### config.mk
export PLATFORM = sky130hd
export DESIGN_NAME = cdc_toggle_rx
export DESIGN_NICKNAME = d
export VERILOG_FILES = /design/src/rtl/cdc_toggle_rx_pkg.sv /design/src/rtl/cdc_toggle_rx_fifo2_reg.sv /design/src/rtl/cdc_toggle_rx.sv
export SDC_FILE = /design/constraint.sdc
export NUM_CORES = 1
export LEC_CHECK = 0
export BUFFER_PORTS_ARGS = -buffer_cell sky130_fd_sc_hd__buf_2
export CORE_MARGIN = 2
export CORE_UTILIZATION = 33
export CTS_CLUSTER_SIZE = 16
export DETAILED_ROUTE_END_ITERATION = 8
export PLACE_DENSITY_LB_ADDON = 0.25
export SLEW_MARGIN = 5
export SYNTH_ARGS = -nofsm -noshare
export SYNTH_HDL_FRONTEND = slang
export SYNTH_SLANG_ARGS = --single-unit
### constraint.sdc
create_clock -name clk_out -period 1.55 [get_ports clk_out]
set_input_delay 0.2325 -clock clk_out [delete_from_list [all_inputs] [get_ports clk_out]]
set_output_delay 0.2325 -clock clk_out [all_outputs]
set_load 0.02 [all_outputs]
### src/rtl/cdc_toggle_rx_pkg.sv
// Shared definitions for the toggle req/ack receive endpoint: buffer occupancy
// encodings and the default synchronizer depth.
package cdc_toggle_rx_pkg;

    localparam int SYNC_STAGES_DEFAULT = 2;

    typedef enum logic [1:0] {
        CNT_EMPTY = 2'd0,
        CNT_ONE   = 2'd1,
        CNT_FULL  = 2'd2
    } occ_e;

    // A capture may only be granted from the registered occupancy, never from
    // the same-cycle pop, so that m_ready has no path to the ack.
    function automatic logic has_space(input logic [1:0] count);
        return count != CNT_FULL;
    endfunction

endpackage

### src/rtl/cdc_toggle_rx_fifo2_reg.sv
// Two-entry register FIFO. Entry 0 is always the head, so the read data is a
// plain flop output and stays stable while the consumer stalls.
module fifo2_reg
    import cdc_toggle_rx_pkg::*;
#(
    parameter int NUM_BITS = 1
) (
    input  logic                clk,
    input  logic                rst_n,
    input  logic                push,
    input  logic [NUM_BITS-1:0] push_data,
    input  logic                pop,
    output logic [1:0]          count,
    output logic [NUM_BITS-1:0] head
);

    occ_e                count_q, count_d;
    logic [NUM_BITS-1:0] entry0_q, entry0_d;
    logic [NUM_BITS-1:0] entry1_q, entry1_d;
    logic                push_ok;
    logic                pop_ok;

    assign push_ok = push && (count_q != CNT_FULL);
    assign pop_ok  = pop && (count_q != CNT_EMPTY);

    // NOTE: every always_comb output gets its hold value first, so no path
    // through the case can leave a variable unassigned and infer a latch.
    always_comb begin
        count_d  = count_q;
        entry0_d = entry0_q;
        entry1_d = entry1_q;
        case (count_q)
            CNT_EMPTY: begin
                if (push_ok) begin
                    entry0_d = push_data;
                    count_d  = CNT_ONE;
                end
            end
            CNT_ONE: begin
                if (push_ok && pop_ok) begin
                    entry0_d = push_data;
                end else if (push_ok) begin
                    entry1_d = push_data;
                    count_d  = CNT_FULL;
                end else if (pop_ok) begin
                    count_d = CNT_EMPTY;
                end
            end
            CNT_FULL: begin
                if (pop_ok) begin
                    entry0_d = entry1_q;
                    count_d  = CNT_ONE;
                end
            end
            default: count_d = CNT_EMPTY;
        endcase
    end

    // NOTE: the storage is reset as well because the head is visible on the
    // output port and must read 0 out of reset; a deeper memory would not be.
    always_ff @(posedge clk or negedge rst_n) begin
        if (!rst_n) begin
            count_q  <= CNT_EMPTY;
            entry0_q <= '0;
            entry1_q <= '0;
        end else begin
            count_q  <= count_d;
            entry0_q <= entry0_d;
            entry1_q <= entry1_d;
        end
    end

    assign count = count_q;
    assign head  = entry0_q;

endmodule

### src/rtl/cdc_toggle_rx.sv
// Destination endpoint of the toggle req/ack crossing: synchronizes the request
// toggle, captures the frozen sender word into a 2-entry buffer and returns ack.
module cdc_toggle_rx
    import cdc_toggle_rx_pkg::*;
#(
    parameter int NUM_BITS    = 1,
    parameter int SYNC_STAGES = SYNC_STAGES_DEFAULT,
    parameter int CNT_BITS    = 16
) (
    input  logic                clk_out,
    input  logic                resetn,
    input  logic                req_toggle,
    input  logic [NUM_BITS-1:0] bits_in,
    output logic                ack_toggle,
    output logic                m_valid,
    output logic [NUM_BITS-1:0] m_data,
    input  logic                m_ready,
    output logic                pending,
    output logic [CNT_BITS-1:0] xfer_count
);

    (* ASYNC_REG = "TRUE" *) logic [SYNC_STAGES-1:0] sync_q;
    logic [SYNC_STAGES-1:0] sync_d;
    logic                   ack_q, ack_d;
    logic [CNT_BITS-1:0]    xfer_count_q, xfer_count_d;
    logic                   req_sync;
    logic                   capture;
    logic                   pop;
    logic [1:0]             fifo_count;

    // bits_in is held stable by the sender for the whole handshake, so its
    // path into the buffer is timed as a false path.
    (* false_path = "true" *) logic [NUM_BITS-1:0] capture_data;
    assign capture_data = bits_in;

    assign req_sync = sync_q[SYNC_STAGES-1];
    assign pending  = req_sync ^ ack_q;
    assign capture  = pending && has_space(fifo_count);
    assign m_valid  = (fifo_count != CNT_EMPTY);
    assign pop      = m_valid && m_ready;

    always_comb begin
        sync_d       = {sync_q[SYNC_STAGES-2:0], req_toggle};
        ack_d        = ack_q ^ capture;
        xfer_count_d = xfer_count_q;
        if (capture) begin
            xfer_count_d = xfer_count_q + 1'b1;
        end
    end

    // NOTE: state updates use non-blocking assignments so every flop samples
    // the pre-edge value of the others, independent of statement order.
    always_ff @(posedge clk_out or negedge resetn) begin
        if (!resetn) begin
            sync_q       <= '0;
            ack_q        <= 1'b0;
            xfer_count_q <= '0;
        end else begin
            sync_q       <= sync_d;
            ack_q        <= ack_d;
            xfer_count_q <= xfer_count_d;
        end
    end

    fifo2_reg #(
        .NUM_BITS (NUM_BITS)
    ) u_fifo (
        .clk       (clk_out),
        .rst_n     (resetn),
        .push      (capture),
        .push_data (capture_data),
        .pop       (pop),
        .count     (fifo_count),
        .head      (m_data)
    );

    assign ack_toggle = ack_q;
    assign xfer_count = xfer_count_q;

endmodule

# --- Word-level counts from Yosys, hierarchy flattened ---
# Index checks and enable logic that the tools add are counted.
totals:
  regBits: 23
  input_bits: 5
op_classes:
  n_eq_ne: 8
  reduce_logical: 11
  add_sub_neg: 1
  n_mux: 10
  bitwise: 3
ops:
  columns: ["operator", "n"]
  rows:
  - ["adder 16 x 1 -> 16 bit (second input constant)", 1]
  - ["2-to-1 mux 2 bit", 5]
  - ["AND reduction 4 bit", 2]
  - ["inequality test 2 x 1 -> 1 bit (second input constant)", 3]
  - ["case mux 2 bit (3 select lines)", 1]
  - ["logical AND 1 bit", 5]
  - ["inequality test 2 bit (second input constant)", 2]
  - ["2-to-1 mux 1 bit", 3]
  - ["inequality test 3 x 1 -> 1 bit (second input constant)", 1]
  - ["case mux 1 bit (3 select lines)", 1]
  - ["AND reduction 3 bit", 1]
  - ["nonzero test 3 bit", 1]
  - ["equality test 2 x 1 -> 1 bit (second input constant)", 1]
  - ["equality test 2 bit (second input constant)", 1]
  - ["logical NOT 2 bit", 1]
  - ["nonzero test 2 bit", 1]
  - ["bitwise XOR 1 bit", 2]
  - ["inverter 1 bit", 1]

# --- Depth between registers and ports, before layout ---
logic_depth:
  depth_word: 7
  depth_mapped: 5
  ltp_nobuf: 5

# --- Cells and area by module ---
# Synthesis repeated with hierarchy kept, for this count alone.
hier_totals:
  hier_cells: 86
  hier_area_um2: 1078.5
modules_own_cells:
  columns: ["mod", "instances", "cells_per_inst", "area_per_inst_um2"]
  rows:
  - ["cdc_toggle_rx", 1, 67, 852.1]
  - ["fifo2_reg", 1, 19, 226.5]

# --- Worst setup path after synthesis ---
# Ideal clock, no wire load.
synth_timing:
  kind: "register -> register"
  from: "reg with a tool-made name"
  to: "reg u_fifo.entry1_q"
  path_buffers: 0
  t_required_ns: 1.423
  path_stages_with_launch: 4
  path_slack_ns: -0.004
  arrival_time_ns: 1.427
  path_cell_list: "dfrtp_1 xnor2_2 or4_1 mux2_1"
synth_rtl:
  columns: ["item", "line", "rtl"]
  rows:
  - ["end signal, assigned", "cdc_toggle_rx_fifo2_reg.sv:69", "entry1_q <= entry1_d;"]
  - ["end, declared", "cdc_toggle_rx_fifo2_reg.sv:19", "logic [NUM_BITS-1:0] entry1_q, entry1_d;"]

# --- Worst setup path after layout ---
layout_timing:
  from: "reg sync_q[1]"
  to: "reg u_fifo.entry1_q"
layout_between:
  elab_chain_cells: 6
layout_lines:
  columns: ["item", "line", "rtl"]
  rows:
  - ["start, declared", "cdc_toggle_rx.sv:22", "(* ASYNC_REG = \"TRUE\" *) logic [SYNC_STAGES-1:0] sync_q;"]
  - ["start signal, assigned", "cdc_toggle_rx.sv:59", "sync_q <= sync_d;"]
  - ["bitwise XOR 1 bit *", "cdc_toggle_rx.sv:37", "assign pending = req_sync ^ ack_q;"]
  - ["logical AND 1 bit *", "cdc_toggle_rx.sv:38", "assign capture = pending && has_space(fifo_count);"]
  - ["logical AND 1 bit *", "cdc_toggle_rx_fifo2_reg.sv:23", "assign push_ok = push && (count_q != CNT_FULL);"]
  - ["logical AND 1 bit", "cdc_toggle_rx_fifo2_reg.sv:40", "if (push_ok && pop_ok) begin"]
  - ["inverter 1 bit (no line)", null, null]
  - ["AND reduction 3 bit (no line) *", null, null]
# Mark *: on every way between the ends. The rest lies on a longest branch, timed or not.
# A chain may end at the register's enable or synchronous reset.

==> impl_results.md <==
- Initial antenna violation count: 0
- Post-layout util: 43.91%
- Worst hold start: req_toggle
- Reg-to-reg critical path startpoint: sync_q[1]$_DFF_PN0_
- Clock Sinks: 23
- Synth Register Bits: 23
- Final setup margin: -0.009918 ns
- CTS tree: yes
- Max_cap viols: 0
- Hold crit path type: in -> reg
- Multi-input gate area: 446.7 um2
- Hold path depth: 1
- Wire per inst: 12.39 um
- Tmin final: 1.560 ns
- Syn nets: between 90 and 100
- Die Y: 59.28 um
- Top cells by area, synth: dfrtp_1, xnor2_1, nand2_1
- Failing checks: setup timing
- Area Overhead vs Synth: 29.65%
- Finished Cell Area: 1308 um2
- Worst setup path startpoint: sync_q[1]$_DFF_PN0_
- Ys Warns: 0
- Clock transition at path regs: 0.13 ns
- Post-Synthesis Cells: 89
- First-pass GRT wire length: about 3400 um
- Vias in the first global route: 782
- Grt peak-use layer: met2
- Syn avg cell area: 11.33 um2
- Grt met3 use: 1.965%
- Placed cell area: 1230 um2
- Distinct cells, synth: 24
- Critical path class: reg -> reg
- GRT Total Usage: roughly an eighth
- Final setup fails: 1
- Sequential area share after synthesis: 57.07%
- Status: finished, violations left
- Final Hold Viols: 0
- Met2 usage: 20.41%
- Worst slack at placement: 0.08789 ns
- Inserted Clock Buffers: 3
- Crit path required time: 1.76 ns
- Final cycle utilization of the critical path: 100.6%
- Crit start category: flip-flop
- Post-Layout Cell Count: 159
- Post-synth top area share: 57.07%
- Worst r2r dst: u_fifo.entry1_q$_DFFE_PN0P_
- FF/Latch Area: roughly 580 um2
- Nets: approximately 130
- Vias/cell: 5.038
- RSZ-0062 raised after global routing: yes
- Die W: 59.28 um
- Global placer's final weighted congestion: 0.8989
- Worst-case clock buffer depth: 2
- Largest net degree at the start of global routing: 24
- Pwr Total: a little under 2 mW
- Peak supply drop: 0.0007106 V
- Die area: around 3500 um2
- Yosys top cell by area: dfrtp_1
- Initial Util: between 30% and 40%
- HPWL Detailed: 1455 um
- Placed cell count: 152
- PortBufs: 24
- Drt first pass iters: 4
- I/O pins: 25
- Fill cells: 280
- Area of the mapped netlist: 1008 um2
- Setup TNS: -0.009918 ns
- Peak Freq: around 0.64 GHz
- Hold path endpoint: sync_q[0]$_DFF_PN0_
- Core area: 2978 um2
- FF-to-FF path depth: 4
- Clk_lat worst skew: 0.30 ns
- Final antenna-violating net count: 0
- Clock Skew: 0.008263 ns
- Ratio of cells with drive above 1 in the final layout: 38.10%
- CP endpoint kind: flip-flop
- WHS: 0.03214 ns
- Total Wirelength: 1970 um
- P_leak: 0.6198 nW
- CP Max Fanout: 5
- H-Tree Depth: 1
- Max-slew violations: 0
- Met1 GRT Util: 17.29%
- Grt ovf: 0
- DR iter-0 viols: 16
- DR vias: 801
- Worst R2R Setup Slack: -0.01 ns
- DR DRC count: 0
- Diodes inserted: 0
- Cell Pwr Density: 1476 nW/um2
- Slew @ Worst Pin: 0.5101 ns
- Clk root buf: clkbuf_4
- Max-slew headroom: 65.99%
- Endpoint arrival time on the critical path: 1.77 ns
- Site Rows: 20
power breakdown:
part | total, mW | internal (mW) | switching, mW
sequential | 0.889 | 0.741 | 0.148
clock | 0.271 | 0.100 | 0.171
combinational | 0.769 | 0.341 | 0.428
total | 1.93 | 1.18 | 0.747
worst max-delay path: stages, from the launching register on:
cell and delay [ns]:
dfrtp_2 0.46, xnor2_4 0.15, buf_6 0.13, or4_4 0.41
mux2_4 0.30
cell usage after synthesis:
library cell,instances
dfrtp_1,23
xnor2_1,12
nand2_1,11
nor2_1,5
nand3_1,4
nand4_1,4
a21oi_1,3
inv_1,3
nor3_1,3
xor2_1,3
and3_1,2
mux2_2,2
nor3_2,2
o21ai_0,2
a221oi_1,1
and2b_1,1
clkbuf_2,1
ha_1,1
mux2_1,1
nor4_1,1
o32ai_1,1
or2_2,1
or4_1,1
xnor2_2,1
how the worst max path moves through the flow:
stage | end | slack, ns
2_1_floorplan | xfer_count[13]$_DFFE_PN0P_ | 0.04
3_3_place_gp | u_fifo.entry1_q$_DFFE_PN0P_ | 0.1
3_5_place_dp | u_fifo.entry1_q$_DFFE_PN0P_ | 0.09
4_1_cts | u_fifo.entry1_q$_DFFE_PN0P_ | -0.03
5_1_grt | pending | -0.05
6_report | u_fifo.entry1_q$_DFFE_PN0P_ | -0.01
cells by family (layout without fill, tap and decap cells):
kind of cell / Yosys count / after routing / synth area share (%)
simple gates: 35 / 35 / 17.87
compound gates: 7 / 7 / 4.218
xor+xnor: 16 / 16 / 14.64
flops: 23 / 23 / 57.07
buf+inv: 4 / 41 / 1.612
fa+ha+maj: 1 / 1 / 1.240
mux: 3 / 3 / 3.350
sequential cells by signal, summed over array words and instances, names as in the netlist, named ones only:
signal / count
u_fifo.count: 2
xfer_count: 16
u_fifo.entry1_q: 1
sync_q: 2
u_fifo.head: 1
what timing repair did:
item | CTS | global route
pin swaps | 1 | 0
resized for setup | 3 | 5
setup buffers | 1 | 1
hold buffers | 1 | 0
endpoints found under the setup margin | 1 | 5
hold endpoints to repair | 23 | 0
cell type report:
type	instances	area share, %
inverters	3	0.8612
clock buffers	4	2.010
well taps	33	3.158
repair buffers	34	15.60
multi-input cells	62	34.16
flip-flops and latches	23	44.21
metal layers:
| layer | share of wire [%] | vias up |
|---|---|---|
| met5 | 0 | - |
| met4 | 1.1 | 0 |
| met3 | 5.5 | 2 |
| met2 | 48 | 22 |
| met1 | 45 | 396 |
| li1 | - | 381 |
layout by cell type, fill, tap and decap left out, types with 2 or more instances in the layout:
cell type	n
nand2_1	11
dfrtp_2	2
xnor2_1	12
clkbuf_4	3
mux2_2	2
buf_2	23
a21oi_1	3
dfrtp_1	21
buf_4	9
inv_1	2
nand4_1	4
nor3_1	3
o21ai_0	2
xor2_1	3
nand3_1	4
nor2_1	5
(Power assumes the default switching activity.)
